<file path="config.mk">
export PLATFORM = sky130hd
export DESIGN_NAME = uart_hex_fmt
export DESIGN_NICKNAME = d
export VERILOG_FILES = /design/src/rtl/uart_hex_fmt.sv
export SDC_FILE = /design/constraint.sdc
export NUM_CORES = 1
export LEC_CHECK = 0
export ABC_AREA = 0
export CAP_MARGIN = 30
export CORE_AREA = 2 2 99 101
export CTS_CLUSTER_SIZE = 8
export DETAILED_ROUTE_END_ITERATION = 10
export DIE_AREA = 0 0 101 103
export HOLD_SLACK_MARGIN = 0.03
export PLACE_DENSITY = 0.7
export SLEW_MARGIN = 20
export SYNTH_ARGS = -nofsm -noshare
export SYNTH_HDL_FRONTEND = slang
export SYNTH_SLANG_ARGS = --single-unit
</file>
<file path="constraint.sdc">
create_clock -name clk_i -period 2.59 [get_ports clk_i]
set_input_delay 0.6475 -clock clk_i [delete_from_list [all_inputs] [get_ports clk_i]]
set_output_delay 0.6475 -clock clk_i [all_outputs]
set_load 0.01 [all_outputs]
</file>
<file path="src/rtl/uart_hex_fmt.sv">
// rtl/uart_hex_fmt.sv - formats 16-bit samples as ASCII hex lines for a UART transmitter
// Samples queue in a small FIFO; a 4-state FSM emits one hex line per sample.
module uart_hex_fmt #(
   parameter int FIFO_DEPTH = 4,
   parameter bit EOL_CRLF   = 1'b1
) (
   input  logic        clk_i,
   input  logic        reset_i,
   input  logic [15:0] sample_i,
   input  logic        valid_i,
   output logic        ready_o,
   output logic        send_o,
   output logic [7:0]  data_o,
   input  logic        ready_i,
   output logic        busy_o,
   output logic        overflow_o
);

   localparam int PW = $clog2(FIFO_DEPTH);
   localparam int CW = PW + 1;

   localparam logic [1:0] IDLE = 2'd0;
   localparam logic [1:0] LOAD = 2'd1;
   localparam logic [1:0] SEND = 2'd2;
   localparam logic [1:0] GAP  = 2'd3;

   localparam logic [2:0] LAST_IDX = EOL_CRLF ? 3'd5 : 3'd4;

   logic [15:0]   mem_q [FIFO_DEPTH];
   logic [PW-1:0] wr_ptr_q, wr_ptr_d;
   logic [PW-1:0] rd_ptr_q, rd_ptr_d;
   logic [CW-1:0] count_q, count_d;
   logic [1:0]    state_q, state_d;
   logic [15:0]   line_q, line_d;
   logic [2:0]    cnt_q, cnt_d;
   logic          send_q, send_d;
   logic [7:0]    data_q, data_d;
   logic          ovf_q, ovf_d;

   logic          push;
   logic          pop;
   logic [3:0]    nib;
   logic [7:0]    char;

   assign ready_o    = (count_q != CW'(FIFO_DEPTH));
   assign push       = valid_i & ready_o;
   assign pop        = (state_q == IDLE) & (count_q != '0);
   assign busy_o     = (count_q != '0) | (state_q != IDLE);
   assign send_o     = send_q;
   assign data_o     = data_q;
   assign overflow_o = ovf_q;

   // Character at the current line position: four hex digits, then CR (optional) and LF.
   always_comb begin
      nib  = 4'h0;
      char = 8'h0A;
      case (cnt_q)
         3'd0:    nib = line_q[15:12];
         3'd1:    nib = line_q[11:8];
         3'd2:    nib = line_q[7:4];
         3'd3:    nib = line_q[3:0];
         default: nib = 4'h0;
      endcase
      if (cnt_q < 3'd4) begin
         char = (nib < 4'd10) ? (8'h30 + {4'h0, nib}) : (8'h37 + {4'h0, nib});
      end else if ((cnt_q == 3'd4) && EOL_CRLF) begin
         char = 8'h0D;
      end
   end

   always_comb begin
      wr_ptr_d = wr_ptr_q;
      rd_ptr_d = rd_ptr_q;
      count_d  = count_q;
      state_d  = state_q;
      line_d   = line_q;
      cnt_d    = cnt_q;
      send_d   = 1'b0;
      data_d   = data_q;
      ovf_d    = ovf_q;

      if (valid_i && !ready_o) ovf_d = 1'b1;
      if (push) wr_ptr_d = wr_ptr_q + PW'(1);
      if (pop)  rd_ptr_d = rd_ptr_q + PW'(1);
      case ({push, pop})
         2'b10:   count_d = count_q + CW'(1);
         2'b01:   count_d = count_q - CW'(1);
         default: count_d = count_q;
      endcase

      case (state_q)
         IDLE: begin
            if (pop) begin
               line_d  = mem_q[rd_ptr_q];
               cnt_d   = 3'd0;
               state_d = LOAD;
            end
         end
         LOAD: state_d = SEND;
         SEND: begin
            if (ready_i) begin
               send_d  = 1'b1;
               data_d  = char;
               state_d = GAP;
            end
         end
         default: begin
            cnt_d   = cnt_q + 3'd1;
            state_d = (cnt_q == LAST_IDX) ? IDLE : SEND;
         end
      endcase
   end

   always_ff @(posedge clk_i) begin
      if (!reset_i && push) mem_q[wr_ptr_q] <= sample_i;
   end

   always_ff @(posedge clk_i) begin
      if (reset_i) begin
         wr_ptr_q <= '0;
         rd_ptr_q <= '0;
         count_q  <= '0;
         state_q  <= IDLE;
         line_q   <= 16'h0000;
         cnt_q    <= 3'd0;
         send_q   <= 1'b0;
         data_q   <= 8'h00;
         ovf_q    <= 1'b0;
      end else begin
         wr_ptr_q <= wr_ptr_d;
         rd_ptr_q <= rd_ptr_d;
         count_q  <= count_d;
         state_q  <= state_d;
         line_q   <= line_d;
         cnt_q    <= cnt_d;
         send_q   <= send_d;
         data_q   <= data_d;
         ovf_q    <= ovf_d;
      end
   end

endmodule

</file>
==> out/metrics.yaml, run 1 <==
grt_usage: 0.145
ys_seq_area_frac: 0.654
endpoint: "busy_o"
core_area_sq_mm: 0.00946
synth_top_family_by_area: "multiplexers"
worst_pin_slew_ns: 0.627
p_leak_nw: 1.61
crit_start: "state_q[0]$_SDFFE_PP0P_"
reg2reg_depth: 7
critPathLaunchType: "flip-flop"
antenna_found_initial: 0
syn_nets: 338
post_drt_wl_per_cell_microns: 15.1
fin_tns_setup_ns: 0
path_clk_slew_ns: 0.10
p_per_area_mw_per_mm2: 953
root_buffer: "clkbuf_8"
drt-initial-drc-count: 170
overflow: 0
grt_pass1_wl_mm: 11.5
cp_data_required_time_ns: 1.94
diodes: 0
rsz0062_at_grt: "false"
die_height_microns: 103
post_cts_resize_count: 0
drv_cap: 0
max-vdd-ir-drop_v: 0.000367
cts_made_buffers: 9
pin_count: 32
synth_mux_area_frac: 0.0910
viasPerCell: 5.20
synthXorXnorAreaFrac: 0.0129
dpl.hpwl_mm: 4.67
grt_pass1_vias: 2370
max_freq_ghz: 0.420
worstReg2RegStart: "cnt_q[0]$_SDFFE_PP0P_"
hold_path_class: "flip-flop to flip-flop"
finalWorstSetupSlack_ns: 0.207
synth_area_sq_mm: 0.00407
setup_viol: 0
wirelength_mm: 6.98
cts_buffer_depth: 2
yosysMostFrequentCell: "edfxtp_1"
io_buffers: 30
crit_fanout: 7
clkLatencyLatePin_ns: 0.36
dr.pass1.iters: 4
holdBufCountCts: 0
ys_warn_count: 0
synth_cell_types: 37
yosys-top-cells-area: "edfxtp_1 47%, dfxtp_1 18%, mux4_2 8.9%"
cts_max_level: 3
synth-compound-area-share: 0.0765
cts_tree: "done"
antenna_left: 0
dieArea_sq_mm: 0.0104
async_flop_share: 0
synth.top_cell.area_share: 0.472
holdPathStages: 2
cts.sinks: 101
synthCells: 303
area_growth_pct: 17.4
grt_max_degree: 25
finClkSkew_ns: 0.0136
start_util: 0.430
die_w_microns: 101
yosys_register_bits: 101
status: "finished, final reports clean"
synthAdderAreaFrac: 0.0479
nets: 377
fin_crit_ns: 2.38
vias: 2399
preCtsSetupSlack_ns: 0.0885
end_kind: "output pin"
synth_top_area_cell: "edfxtp_1"
worstPathArrival_ns: 1.74
synth-simple-area-share: 0.0904
drcViolationCount: 0
gp_congestion: 0.782
syn_area_per_cell_sq_um: 13.4
hold_viol: 0
rows: 36
fin_crit_sh: 0.920
ys.flop_type: "edfxtp_1"
max-slew-margin-rel: 0.581
path_class: "flip-flop to output pin"
reg2reg_to: "data_o[1]$_SDFFE_PP0P_"
postCtsSetupRepairBufs: 0
r2r_slack_ns: 0.37
synth_edf_count: 64
drv_slew: 0
synthTopCellsByCount: "64 x edfxtp_1, 45 x nand2_1, 37 x dfxtp_1"
min-delay-start: "data_o[6]$_SDFFE_PP0P_"
drive_gt1_frac: 0.133
==> cell usage in the layout (no fill, tap or decap), types with 4 or more instances in the layout <==
cell type	count
edfxtp_1	64
nand2_1	45
dfxtp_1	37
clkdlybuf4s50_1	30
a21oi_1	29
nor2_1	28
mux4_2	16
ha_1	14
inv_1	10
clkbuf_8	9
buf_4	7
and2_1	5
nor3_1	4
a222oi_1	4
buf_12	4
==> layer usage <==
layer | share of wire | track usage | wire length, microns
met4 | 0.012 | 0.0499 | 83
met5 | 0 | 0 | 0
met1 | 0.47 | 0.187 | 3300
met2 | 0.48 | 0.244 | 3360
met3 | 0.034 | 0.0319 | 236
==> registers in the layout, summed over array words and instances, names as in the netlist <==
register / count
cnt_q: 3
count_q: 3
data_o: 7
line_q: 16
mem_q: 64
overflow_o: 1
rd_ptr_q: 2
send_o: 1
state_q: 2
wr_ptr_q: 2
==> worst max-delay path, stage by stage, from the launching register on <==
cell,delay (ns)
dfxtp_1,0.37
inv_1,0.07
ha_1,0.28
nand2_1,0.12
clkdlybuf4s50_1,0.54
==> cell families after synthesis <==
group,count (synthesis)
simple gates,89
fa+ha+maj,15
mux,17
other cells,1
buf+inv,24
flops,101
compound gates,50
xor+xnor,6
==> final cells by class <==
type / instances / area (sq um)
inverter: 11 / 41.3
clock inverter: 6 / 72.6
fill: 810 / 4680
multi-input combinational: 178 / 1300
timing repair buffer: 41 / 433
clock buffer: 10 / 128
sequential: 101 / 2660
tap: 114 / 143
==> per-stage QoR <==
step | area [sq um] | total power, W | hold slack, ns | utilization | instances
final | 4780 | 0.00456 | 0.464 | 0.505 | 461
after global routing | 4780 | 0.00485 | 0.482 | 0.505 | 461
after CTS | 4780 | 0.00459 | 0.467 | 0.505 | 461
after detailed placement | 4580 | 0.00359 | 0.449 | 0.484 | 445
after global placement | 4580 | 0.00355 | 0.439 | 0.484 | 445
after floorplan | 4070 | 0.00317 | 0.436 | - | 303
==> power by group <==
| part | switching, W | internal, W |
|---|---|---|
| Combinational | 0.000809 | 0.000653 |
| Sequential | 0.000146 | 0.00195 |
| Clock | 0.000543 | 0.000455 |
| Total | 0.00150 | 0.00306 |
==> worst min path at each step <==
| stage | end | slack, ns |
|---|---|---|
| 6_report | data_o[6]$_SDFFE_PP0P_ | 0.46 |
| 5_1_grt | line_q[10]$_SDFFE_PP0P_ | 0.48 |
| 4_1_cts | line_q[10]$_SDFFE_PP0P_ | 0.47 |
| 3_5_place_dp | data_o[6]$_SDFFE_PP0P_ | 0.45 |
| 3_3_place_gp | data_o[6]$_SDFFE_PP0P_ | 0.44 |
| 2_1_floorplan | line_q[5]$_SDFFE_PP0P_ | 0.44 |
Power figures use the tool's default switching activity.
==> run 2: changes to the inputs <==
--- a/config.mk
+++ b/config.mk
@@ -7,10 +7,10 @@
 export LEC_CHECK = 0
 export ABC_AREA = 0
 export CAP_MARGIN = 30
-export CORE_AREA = 2 2 99 101
+export CORE_AREA = 2 2 71 140
 export CTS_CLUSTER_SIZE = 8
 export DETAILED_ROUTE_END_ITERATION = 10
-export DIE_AREA = 0 0 101 103
+export DIE_AREA = 0 0 73 142
 export HOLD_SLACK_MARGIN = 0.03
 export PLACE_DENSITY = 0.7
 export SLEW_MARGIN = 20
==> run 2 against run 1 <==
Die area fell by 0.36%. Critical path depth is the same. First-iteration DRC count shrank 26%. Sequential power about the same. Core utilization up 1.1 points. Global-route usage increased by 0.51 points. Via count fell by 1.6%. Clock power rose by 14%. Flip-flop and latch count did not move. Final area grew 0.60%. Clock skew shrank 0.0047 ns. Power rose by 3.2%.
==> out/metrics.yaml, run 2 (synthesized netlist as in run 1, its figures left out) <==
reg2reg_depth: 10  # +3
setup_viol: 0  # unchanged
clkPwrFrac: 0.243  # +0.024
grt_pass1_wl_mm: 11.5  # -0.42%
post_drt_wl_per_cell_microns: 15.7  # +4.1%
post_cts_resize_count: 0  # unchanged
max_stage_delay_ns: 0.53  # about the same
area_growth_pct: 18.1
max_freq_ghz: 0.427  # +1.6%
p_per_area_mw_per_mm2: 977  # +2.5%
crit_chain: "inv_1 -> ha_1 -> nand2_1 -> clkdlybuf4s50_1"
total_power_w: 0.00470  # +3.2%
postCtsSetupRepairBufs: 0  # unchanged
cts_buffer_depth: 2  # unchanged
rows: 50  # +39%
p_comb_frac: 0.310  # -0.011
netSwitchingFraction: 0.311  # -0.0174
fillers: 782  # -3.5%
hold_path_class: "flip-flop to flip-flop"
viasPerCell: 5.26  # +1.0%
clkLatencyLatePin_ns: 0.34  # -0.02 ns
dr.pass1.iters: 5  # +1
fin_area_sq_mm: 0.00481  # +0.60%
path_class: "flip-flop to output pin"
placed_cells: 434  # -2.5%
grt_pass1_vias: 2390  # +0.84%
fin_crit_sh: 0.905  # -0.0147
cts_tree: "done"
diodes: 0  # unchanged
status: "finished, final reports clean"
core_area_sq_mm: 0.00932  # -1.5%
cp_data_required_time_ns: 1.94  # about the same
path_delay_family: "buffers and inverters"
overflow: 0  # unchanged
cts.sinks: 101  # unchanged
path_buf_inv: 2  # unchanged
die_w_microns: 73  # -28%
cp_slowest_cell: "clkdlybuf4s50_1"
fin_crit_ns: 2.34  # -0.0381 ns
drcViolationCount: 0  # unchanged
seq_power_share: 0.447  # -0.013
drt-initial-drc-count: 126  # -26%
final_cells: 449  # -2.6%
final_cell_mix: "64 x edfxtp_1, 45 x nand2_1, 37 x dfxtp_1"
drv_slew: 0  # unchanged
dieArea_sq_mm: 0.0104  # -0.36%
cts_max_level: 3  # unchanged
max-vdd-ir-drop_v: 0.000428  # +17%
grt_usage: 0.150  # +0.00508
pin_count: 32  # unchanged
p_leak_nw: 1.64  # +1.4%
drive_gt1_frac: 0.116  # -0.0166
rsz0062_at_grt: "false"
fin_tns_setup_ns: 0  # unchanged
antenna_left: 0  # unchanged
gp_congestion: 0.760  # -2.8%
io_buffers: 30  # unchanged
antenna_found_initial: 0  # unchanged
fin_util: 0.516  # +0.0106
worst_pin_slew_ns: 0.529  # -0.0983 ns
finClkSkew_ns: 0.00894  # -0.00468 ns
place_area_sq_mm: 0.00456  # -0.44%
crit_fanout: 7  # unchanged
grt_max_degree: 37  # +48%
layout_commonest_cell: "edfxtp_1"
regMostFlops: "mem_q"
worstPathArrival_ns: 1.70  # -0.04 ns
p_int_w: 0.00324  # +5.8%
drv_cap: 0  # unchanged
critPathLaunchType: "flip-flop"
nets: 376  # -0.27%
path_depth: 4  # unchanged
path_clk_slew_ns: 0.07  # -0.03 ns
root_buffer: "clkbuf_16"
die_height_microns: 142  # +38%
power_switching_w: 0.00146  # -2.3%
max-slew-margin-rel: 0.644  # +0.0624
holdPathStages: 2  # unchanged
start_util: 0.437  # +0.00636
holdBufCountCts: 0  # unchanged
dpl.hpwl_mm: 4.98  # +6.6%
largest_register_ffs: 64  # unchanged
cts_made_buffers: 9  # unchanged
vias: 2361  # -1.6%
hold_viol: 0  # unchanged
end_kind: "output pin"
wirelength_mm: 7.07  # +1.4%
[run 2: final timing paths]
check                          start  slack (ns)                       to
max          state_q[0]$_SDFFE_PP0P_        0.25                   busy_o
min reg2reg   data_o[6]$_SDFFE_PP0P_        0.46   data_o[6]$_SDFFE_PP0P_
min           data_o[6]$_SDFFE_PP0P_        0.46   data_o[6]$_SDFFE_PP0P_
max reg2reg  state_q[0]$_SDFFE_PP0P_        0.43  count_q[2]$_SDFFE_PP0P_
[run 2: worst register-to-register path: stages, from the launching register on]
cell,delay (ns)
dfxtp_1,0.33
inv_1,0.09
ha_1,0.28
nand2b_1,0.12
inv_2,0.07
ha_1,0.17
inv_1,0.06
fa_1,0.37
xor2_1,0.15
or3_1,0.32
a21oi_1,0.14
[run 2: stage by stage]
stage	setup WS (ns)	hold slack (ns)
floorplan	0.213	0.436
global placement	0.157	0.437
detailed placement	0.0938	0.448
CTS	0.227	0.459
global route	0.140	0.475
finish	0.245	0.457
[run 2: layout make-up]
cell class,instances,area (sq um),share of cell area
clock buffers,11,233,0.0484
clock inverters,4,16.3,0.00338
inverters,11,41.3,0.00858
multi-input cells,178,1300,0.271
flip-flops and latches,101,2660,0.554
well taps,104,130,0.0271
repair buffers,40,425,0.0884
[run 2: power groups by stage]
stage	registers [W]	logic, W	clock network [W]
6_report	0.00210	0.00146	0.00114
5_1_grt	0.00212	0.00165	0.00123
4_1_cts	0.00210	0.00148	0.00117
3_3_place_gp	0.00212	0.00143	0
3_5_place_dp	0.00213	0.00147	0
2_1_floorplan	0.00208	0.00109	0
[run 2: routing by layer]
| metal | wire, microns | GRT usage | share of wire |
|---|---|---|---|
| met5 | 0 | 0 | 0 |
| met4 | 202 | 0.104 | 0.029 |
| met3 | 128 | 0.0177 | 0.018 |
| met2 | 4050 | 0.269 | 0.57 |
| met1 | 2690 | 0.154 | 0.38 |
